[src/rtl/jesd_pkg.sv]
// Shared constants and types for the JESD204B TX ILA sequencer.
// Control codes are applied by the downstream inserter.
package jesd_pkg;

    localparam logic [7:0] K_R = 8'h1C;
    localparam logic [7:0] K_Q = 8'h9C;
    localparam logic [7:0] K_A = 8'h7C;
    localparam int MF_LEN = 32;

    typedef enum logic [1:0] {
        IDLE,
        ILA,
        DATA
    } state_t;

    function automatic logic [4:0] oh_idx(input logic [31:0] v);
        logic [4:0] r;
        r = '0;
        for (int i = 0; i < 32; i++)
            if (v[i]) r = r | 5'(i);
        return r;
    endfunction

endpackage

[src/rtl/jesd_ila_seq_if.sv]
// Payload valid/ready handshake into the ILA sequencer.
// The source drives data and valid; the sequencer returns ready.
interface jesd_ila_seq_if;

    logic [7:0] tx_data;
    logic       tx_valid;
    logic       tx_ready;

    modport master (
        output tx_data,
        output tx_valid,
        input  tx_ready
    );

    modport slave (
        input  tx_data,
        input  tx_valid,
        output tx_ready
    );

endinterface

[src/rtl/jesd_onehot_ring.sv]
// Parameterised one-hot rotator with clear, load-to-bit-0 and advance.
// q_nxt exposes the value the register takes at the next edge.
module jesd_onehot_ring #(
    parameter int W = 32
) (
    input  logic         clk,
    input  logic         rst_n,
    input  logic         clr,
    input  logic         load,
    input  logic         adv,
    output logic [W-1:0] q,
    output logic [W-1:0] q_nxt,
    output logic         wrap
);

    always_comb begin
        q_nxt = q;
        if (clr)
            q_nxt = '0;
        else if (load)
            q_nxt = W'(1);
        else if (adv)
            q_nxt = {q[W-2:0], q[W-1]};
    end

    assign wrap = adv & q[W-1] & ~clr & ~load;

    always_ff @(posedge clk or negedge rst_n) begin
        if (!rst_n)
            q <= '0;
        else
            q <= q_nxt;
    end

endmodule

[src/rtl/jesd_ila_seq.sv]
// JESD204B TX ILA sequencer: octet/multiframe position rings and the
// pre-substitution octet stream (ILA filler, link config, then payload).
module jesd_ila_seq
    import jesd_pkg::*;
#(
    parameter int ILA_MF    = 4,
    parameter int CFG_BYTES = 14,
    parameter int CFG_START = 2
) (
    input  logic                   clk,
    input  logic                   rst_n,
    input  logic                   cgs_done,
    input  logic                   sync_req,
    input  logic [8*CFG_BYTES-1:0] cfg_bytes,
    jesd_ila_seq_if.slave          tx_if,
    output logic [7:0]             data_out,
    output logic [MF_LEN-1:0]      byte_cnt,
    output logic [ILA_MF-1:0]      ila_cnt,
    output logic                   ila_active
);

    state_t state_q, state_d;
    logic [8*CFG_BYTES-1:0] shadow;
    logic [MF_LEN-1:0] byte_nxt;
    logic [ILA_MF-1:0] ila_nxt;
    logic byte_wrap, ila_wrap_unused;
    logic rclr, rload, radv;
    logic [7:0] data_d;
    logic [4:0] p5, m5;
    int k;

    always_comb begin
        state_d = state_q;
        unique case (state_q)
            IDLE: if (!sync_req && cgs_done) state_d = ILA;
            ILA: begin
                if (sync_req)
                    state_d = IDLE;
                else if (byte_cnt[MF_LEN-1] && ila_cnt[ILA_MF-1])
                    state_d = DATA;
            end
            DATA: if (sync_req) state_d = IDLE;
            default: state_d = IDLE;
        endcase
    end

    assign rclr  = (state_d != ILA);
    assign rload = (state_q != ILA) && (state_d == ILA);
    assign radv  = (state_q == ILA) && (state_d == ILA);

    jesd_onehot_ring #(.W(MF_LEN)) u_byte (
        .clk(clk), .rst_n(rst_n),
        .clr(rclr), .load(rload), .adv(radv),
        .q(byte_cnt), .q_nxt(byte_nxt), .wrap(byte_wrap)
    );

    jesd_onehot_ring #(.W(ILA_MF)) u_mf (
        .clk(clk), .rst_n(rst_n),
        .clr(rclr), .load(rload), .adv(byte_wrap),
        .q(ila_cnt), .q_nxt(ila_nxt), .wrap(ila_wrap_unused)
    );

    // Octet is chosen from the position the rings move to on this edge
    always_comb begin
        data_d = 8'h00;
        p5 = oh_idx(32'(byte_nxt));
        m5 = oh_idx(32'(ila_nxt));
        k = int'(p5) - CFG_START;
        if (state_d == ILA) begin
            if (m5 == 5'd1 && k >= 0 && k < CFG_BYTES)
                data_d = shadow[k*8 +: 8];
            else
                data_d = {1'b0, m5[1:0], p5};
        end else if (state_d == DATA && state_q == DATA) begin
            data_d = tx_if.tx_valid ? tx_if.tx_data : 8'h00;
        end
    end

    always_ff @(posedge clk or negedge rst_n) begin
        if (!rst_n) begin
            state_q        <= IDLE;
            shadow         <= '0;
            data_out       <= 8'h00;
            ila_active     <= 1'b0;
            tx_if.tx_ready <= 1'b0;
        end else begin
            state_q        <= state_d;
            if (rload) shadow <= cfg_bytes;
            data_out       <= data_d;
            ila_active     <= (state_d == ILA);
            tx_if.tx_ready <= (state_d == DATA);
        end
    end

endmodule

[src/flat_wrapper.sv]
// flat-port wrapper written by rule: the top's interface ports become plain ports
module jesd_ila_seq_flat import jesd_pkg::*;
#(
    parameter int ILA_MF    = 4,
    parameter int CFG_BYTES = 14,
    parameter int CFG_START = 2
)
  (clk, rst_n, cgs_done, sync_req, cfg_bytes, data_out, byte_cnt, ila_cnt, ila_active, tx_if_tx_data, tx_if_tx_valid, tx_if_tx_ready);
  jesd_ila_seq_if tx_if_i ();
  input  logic clk;
  input  logic rst_n;
  input  logic cgs_done;
  input  logic sync_req;
  input  logic [8*CFG_BYTES-1:0] cfg_bytes;
  output logic [7:0] data_out;
  output logic [MF_LEN-1:0] byte_cnt;
  output logic [ILA_MF-1:0] ila_cnt;
  output logic ila_active;
  input wire logic [$bits(tx_if_i.tx_data)-1:0] tx_if_tx_data;
  input wire logic [$bits(tx_if_i.tx_valid)-1:0] tx_if_tx_valid;
  output wire logic [$bits(tx_if_i.tx_ready)-1:0] tx_if_tx_ready;
  assign tx_if_i.tx_data = tx_if_tx_data;
  assign tx_if_i.tx_valid = tx_if_tx_valid;
  assign tx_if_tx_ready = tx_if_i.tx_ready;
  jesd_ila_seq #(.ILA_MF(ILA_MF), .CFG_BYTES(CFG_BYTES), .CFG_START(CFG_START)) u_core (.clk(clk), .rst_n(rst_n), .cgs_done(cgs_done), .sync_req(sync_req), .cfg_bytes(cfg_bytes), .tx_if(tx_if_i), .data_out(data_out), .byte_cnt(byte_cnt), .ila_cnt(ila_cnt), .ila_active(ila_active));
endmodule
[config.mk]
export PLATFORM = sky130hd
export DESIGN_NAME = jesd_ila_seq_flat
export DESIGN_NICKNAME = d
export VERILOG_FILES = /design/src/rtl/jesd_pkg.sv /design/src/rtl/jesd_ila_seq_if.sv /design/src/rtl/jesd_onehot_ring.sv /design/src/rtl/jesd_ila_seq.sv /design/src/flat_wrapper.sv
export SDC_FILE = /design/constraint.sdc
export NUM_CORES = 1
export LEC_CHECK = 0
export BUFFER_PORTS_ARGS = -buffer_cell sky130_fd_sc_hd__buf_2
export CORE_MARGIN = 1
export CORE_UTILIZATION = 38
export CTS_CLUSTER_SIZE = 8
export DETAILED_ROUTE_END_ITERATION = 8
export SLEW_MARGIN = 20
export SYNTH_ARGS = -nofsm -noshare
export SYNTH_HDL_FRONTEND = slang
export SYNTH_SLANG_ARGS = --single-unit
[constraint.sdc]
create_clock -name clk -period 6.4 [get_ports clk]
set_input_delay 1.28 -clock clk [delete_from_list [all_inputs] [get_ports clk]]
set_output_delay 1.28 -clock clk [all_outputs]
set_load 0.01 [all_outputs]
==> results.txt <==
Register area share after synthesis -> 0.558
Peak VDD IR -> 0.191 mV
PostCTS Resize Cnt -> 0
Asr flop ratio synth -> 1.00
Flops & latches, synth -> 160
CTS Buf Count -> 17
CP Depth -> 13
NumNets Final -> 821
Clock share of power -> 0.383
Final Hold Vio Count -> 0
CP max stage cell -> a21oi_1
Hold WC Path Type -> reg -> reg
Hold Path Origin -> u_core.u_byte.q[19]$_DFF_PN0_
Max-cap violations -> 0
CP max FO -> 23
Initial DRC Count -> 330
Hold_buf cts -> 0
Clk root buf -> clkbuf_16
Clk Latency, worst-skew pair -> 0.42 ns
Share of cells above drive strength 1 -> 0.496
Sequential Power Share -> 0.494
DR vias -> 4985
I/O pin count -> 171
Final Max Slew Viols -> 0
Critical Path Max Stage Delay -> 0.70 ns
Die footprint -> 19400 sq um
DP Worst Slack -> 0.987 ns
Count of final setup violators -> 0
Post-Route WL -> 18300 um
Leak pwr -> 4.10 nW
Worst Path Required -> 6.75 ns
CP cell instances -> buf_2, nor2_4, nand3_4, a31oi_4, inv_2, ha_1, inv_1, buf_4, a21oi_1, a221o_1, nand3_1, o22ai_1, a221o_1
Hold Path Stages -> 1
Sw frac -> 0.240
Number of synthesis warnings -> 0
Power per cell area -> 285 nW/um^2
DR vias/cell -> 5.30
Fill count -> 1583
Placer Congestion -> 0.875
Synth cell types -> 56
Post-DP HPWL -> 13500 um
Total chip power -> 2.50 mW
Setup WS post-layout -> 1.40 ns
Cells after synthesis -> 531
Least-Margin Pin Slew -> 0.979 ns
Synthesized area per cell -> 13.5 sq um
Core area -> 18200 sq um
Synthesized Nets -> 657
Status -> finished clean
Total grt overflow -> 0
Max-slew headroom -> 0.346
Post CTS Setup Buffer Count -> 0
Total clock sinks -> 160
CTS Buffer Depth -> 2
EDFF count, synth -> 0
Critical path launch point type -> primary input
Crit. End Element -> flip-flop
Post-Syn Area -> 7170 sq um
WHS Endpoint -> u_core.u_byte.q[20]$_DFF_PN0_
Fmax -> 0.200 GHz
Setup TNS -> 0 ns
Switching pwr -> 0.599 mW
Die Wd -> 139 um
Worst-path clk slew -> 0.06 ns
CP Class -> in -> reg
Main flop type after synthesis -> dfrtp_1
Reg2Reg Depth -> 12
Worst Clk Skew -> 0.0107 ns
CP arrival -> 5.35 ns
Antenna Nets Post-Route -> 0
Post-synth top area share -> 0.558
H-tree lvl count -> 4
Row count -> 49
Residual DRC -> 0
Detailed-router iteration count before antenna repair -> 4
Synth-to-layout area growth -> 22.6%
Worst flop-to-flop path endpoint -> u_core.data_out[1]$_DFF_PN0_
Die Y -> 139 um
GRT Overall Usage -> 0.196
Logic pwr share -> 0.123
CP dominant cell by count -> a221o_1
Synth top area cells -> dfrtp_1, mux2_2, mux4_2, and2_1, a221o_1
RSZ-0062 raised after global routing -> false
CTS tree -> done
CP delay by family, top -> compound AO/OA/AOI/OAI gates
Initial antenna violation count -> 5
Final Cycle Share -> 0.781
IO buf count -> 170
Tmin final -> 5.00 ns
Largest net degree at the start of global routing -> 106
RR Startpoint -> u_core.u_byte.q[18]$_DFF_PN0_
Vias in the first global route -> 5185
WP buf/inv -> 4
Post-synth top area cell -> dfrtp_1
Initial Utilization -> 0.394
Cell-internal power -> 1.90 mW
Wire length per cell -> 19.5 um
First-pass GRT wire length -> 28900 um
Finished Core Util -> 0.483
Worst reg-to-reg setup slack -> 1.80 ns
-- per-stage QoR --
stage	cell area (sq um)	hold slack [ns]	instances
2_1_floorplan	7170	0.474	531
4_1_cts	8760	0.505	935
5_1_grt	8780	0.519	938
3_5_place_dp	8210	0.492	905
6_report	8790	0.499	941
3_3_place_gp	8210	0.485	905
-- how the worst max path moves through the flow --
stage	startpoint	to	slack, ns
after global routing	sync_req	u_core.data_out[1]$_DFF_PN0_	1.14
after floorplan	sync_req	u_core.data_out[1]$_DFF_PN0_	2.27
final	sync_req	u_core.data_out[1]$_DFF_PN0_	1.40
after detailed placement	sync_req	u_core.data_out[1]$_DFF_PN0_	0.99
after global placement	sync_req	u_core.data_out[1]$_DFF_PN0_	1.31
after CTS	sync_req	u_core.data_out[1]$_DFF_PN0_	1.43
-- logic make-up (layout without fill, tap and decap cells) --
| logic type | after synthesis | after routing | share of synthesized area |
|---|---|---|---|
| compound gates | 78 | 78 | 0.0794 |
| mux | 142 | 142 | 0.243 |
| fa+ha+maj | 1 | 1 | 0.00174 |
| buf+inv | 36 | 211 | 0.0239 |
| other cells | 0 | 6 | 0 |
| xor+xnor | 3 | 3 | 0.00366 |
| flops | 160 | 160 | 0.558 |
| simple gates | 111 | 111 | 0.0897 |
-- registers in the layout, summed over array words and instances, names as in the netlist --
register,cells
u_core.u_mf.q,4
u_core.tx_if.tx_ready,1
u_core.ila_active,1
u_core.state_q,2
u_core.shadow,112
u_core.u_byte.q,32
u_core.data_out,8
-- power groups by stage --
| stage | registers [mW] | clock network [mW] | logic (mW) |
|---|---|---|---|
| 2_1_floorplan | 1.22 | 0 | 0.209 |
| 3_3_place_gp | 1.25 | 0 | 0.300 |
| 3_5_place_dp | 1.26 | 0 | 0.309 |
| 4_1_cts | 1.24 | 0.985 | 0.311 |
| 5_1_grt | 1.25 | 1.03 | 0.335 |
| 6_report | 1.24 | 0.959 | 0.307 |
-- Yosys cell counts, types with 2 or more instances --
library cell	number
o21ai_1	3
o211ai_1	3
mux2i_1	10
nor4_1	5
a21oi_1	21
inv_1	4
mux4_2	14
nand3b_1	2
clkbuf_1	13
o22ai_1	5
nor4_2	2
buf_6	2
buf_2	14
dfrtp_1	160
a31oi_1	5
a22o_1	2
a21o_1	6
a211oi_1	2
xor2_1	2
and4_1	2
mux2_2	118
a221o_1	11
o21ai_0	8
nor2_1	11
and2_1	31
nand2_1	21
nor2_4	2
nor3_1	8
a41oi_1	2
and3_1	2
nand3_1	15
-- layout make-up --
| cell class | count | area [sq um] | area share |
|---|---|---|---|
| well taps | 229 | 287 | 0.0326 |
| flip-flops and latches | 160 | 4000 | 0.455 |
| repair buffers | 176 | 902 | 0.103 |
| inverters | 5 | 18.8 | 0.00213 |
| multi-input cells | 335 | 3010 | 0.343 |
| clock buffers | 19 | 433 | 0.0492 |
| clock inverters | 11 | 119 | 0.0135 |
| diodes | 6 | 15.0 | 0.00171 |
-- metal layers --
layer / up-vias / wire, um / track usage / share of wire
li1: 2293 / - / - / -
met1: 2503 / 8160 / 0.269 / 0.45
met2: 170 / 8460 / 0.300 / 0.46
met3: 19 / 1420 / 0.0575 / 0.077
met4: 0 / 285 / 0.0596 / 0.016
met5: - / 0 / 0 / 0
-- layout by cell type, fill, tap and decap left out, drive strengths merged, types with 9 or more instances in the layout --
| cell type | instances |
|---|---|
| a21oi | 21 |
| a221o | 11 |
| and2 | 31 |
| buf | 176 |
| clkbuf | 19 |
| dfrtp | 160 |
| mux2 | 118 |
| mux2i | 10 |
| mux4 | 14 |
| nand2 | 22 |
| nand3 | 16 |
| nor2 | 13 |
| nor3 | 9 |
| o21ai | 12 |
(Power assumes the default switching activity.)
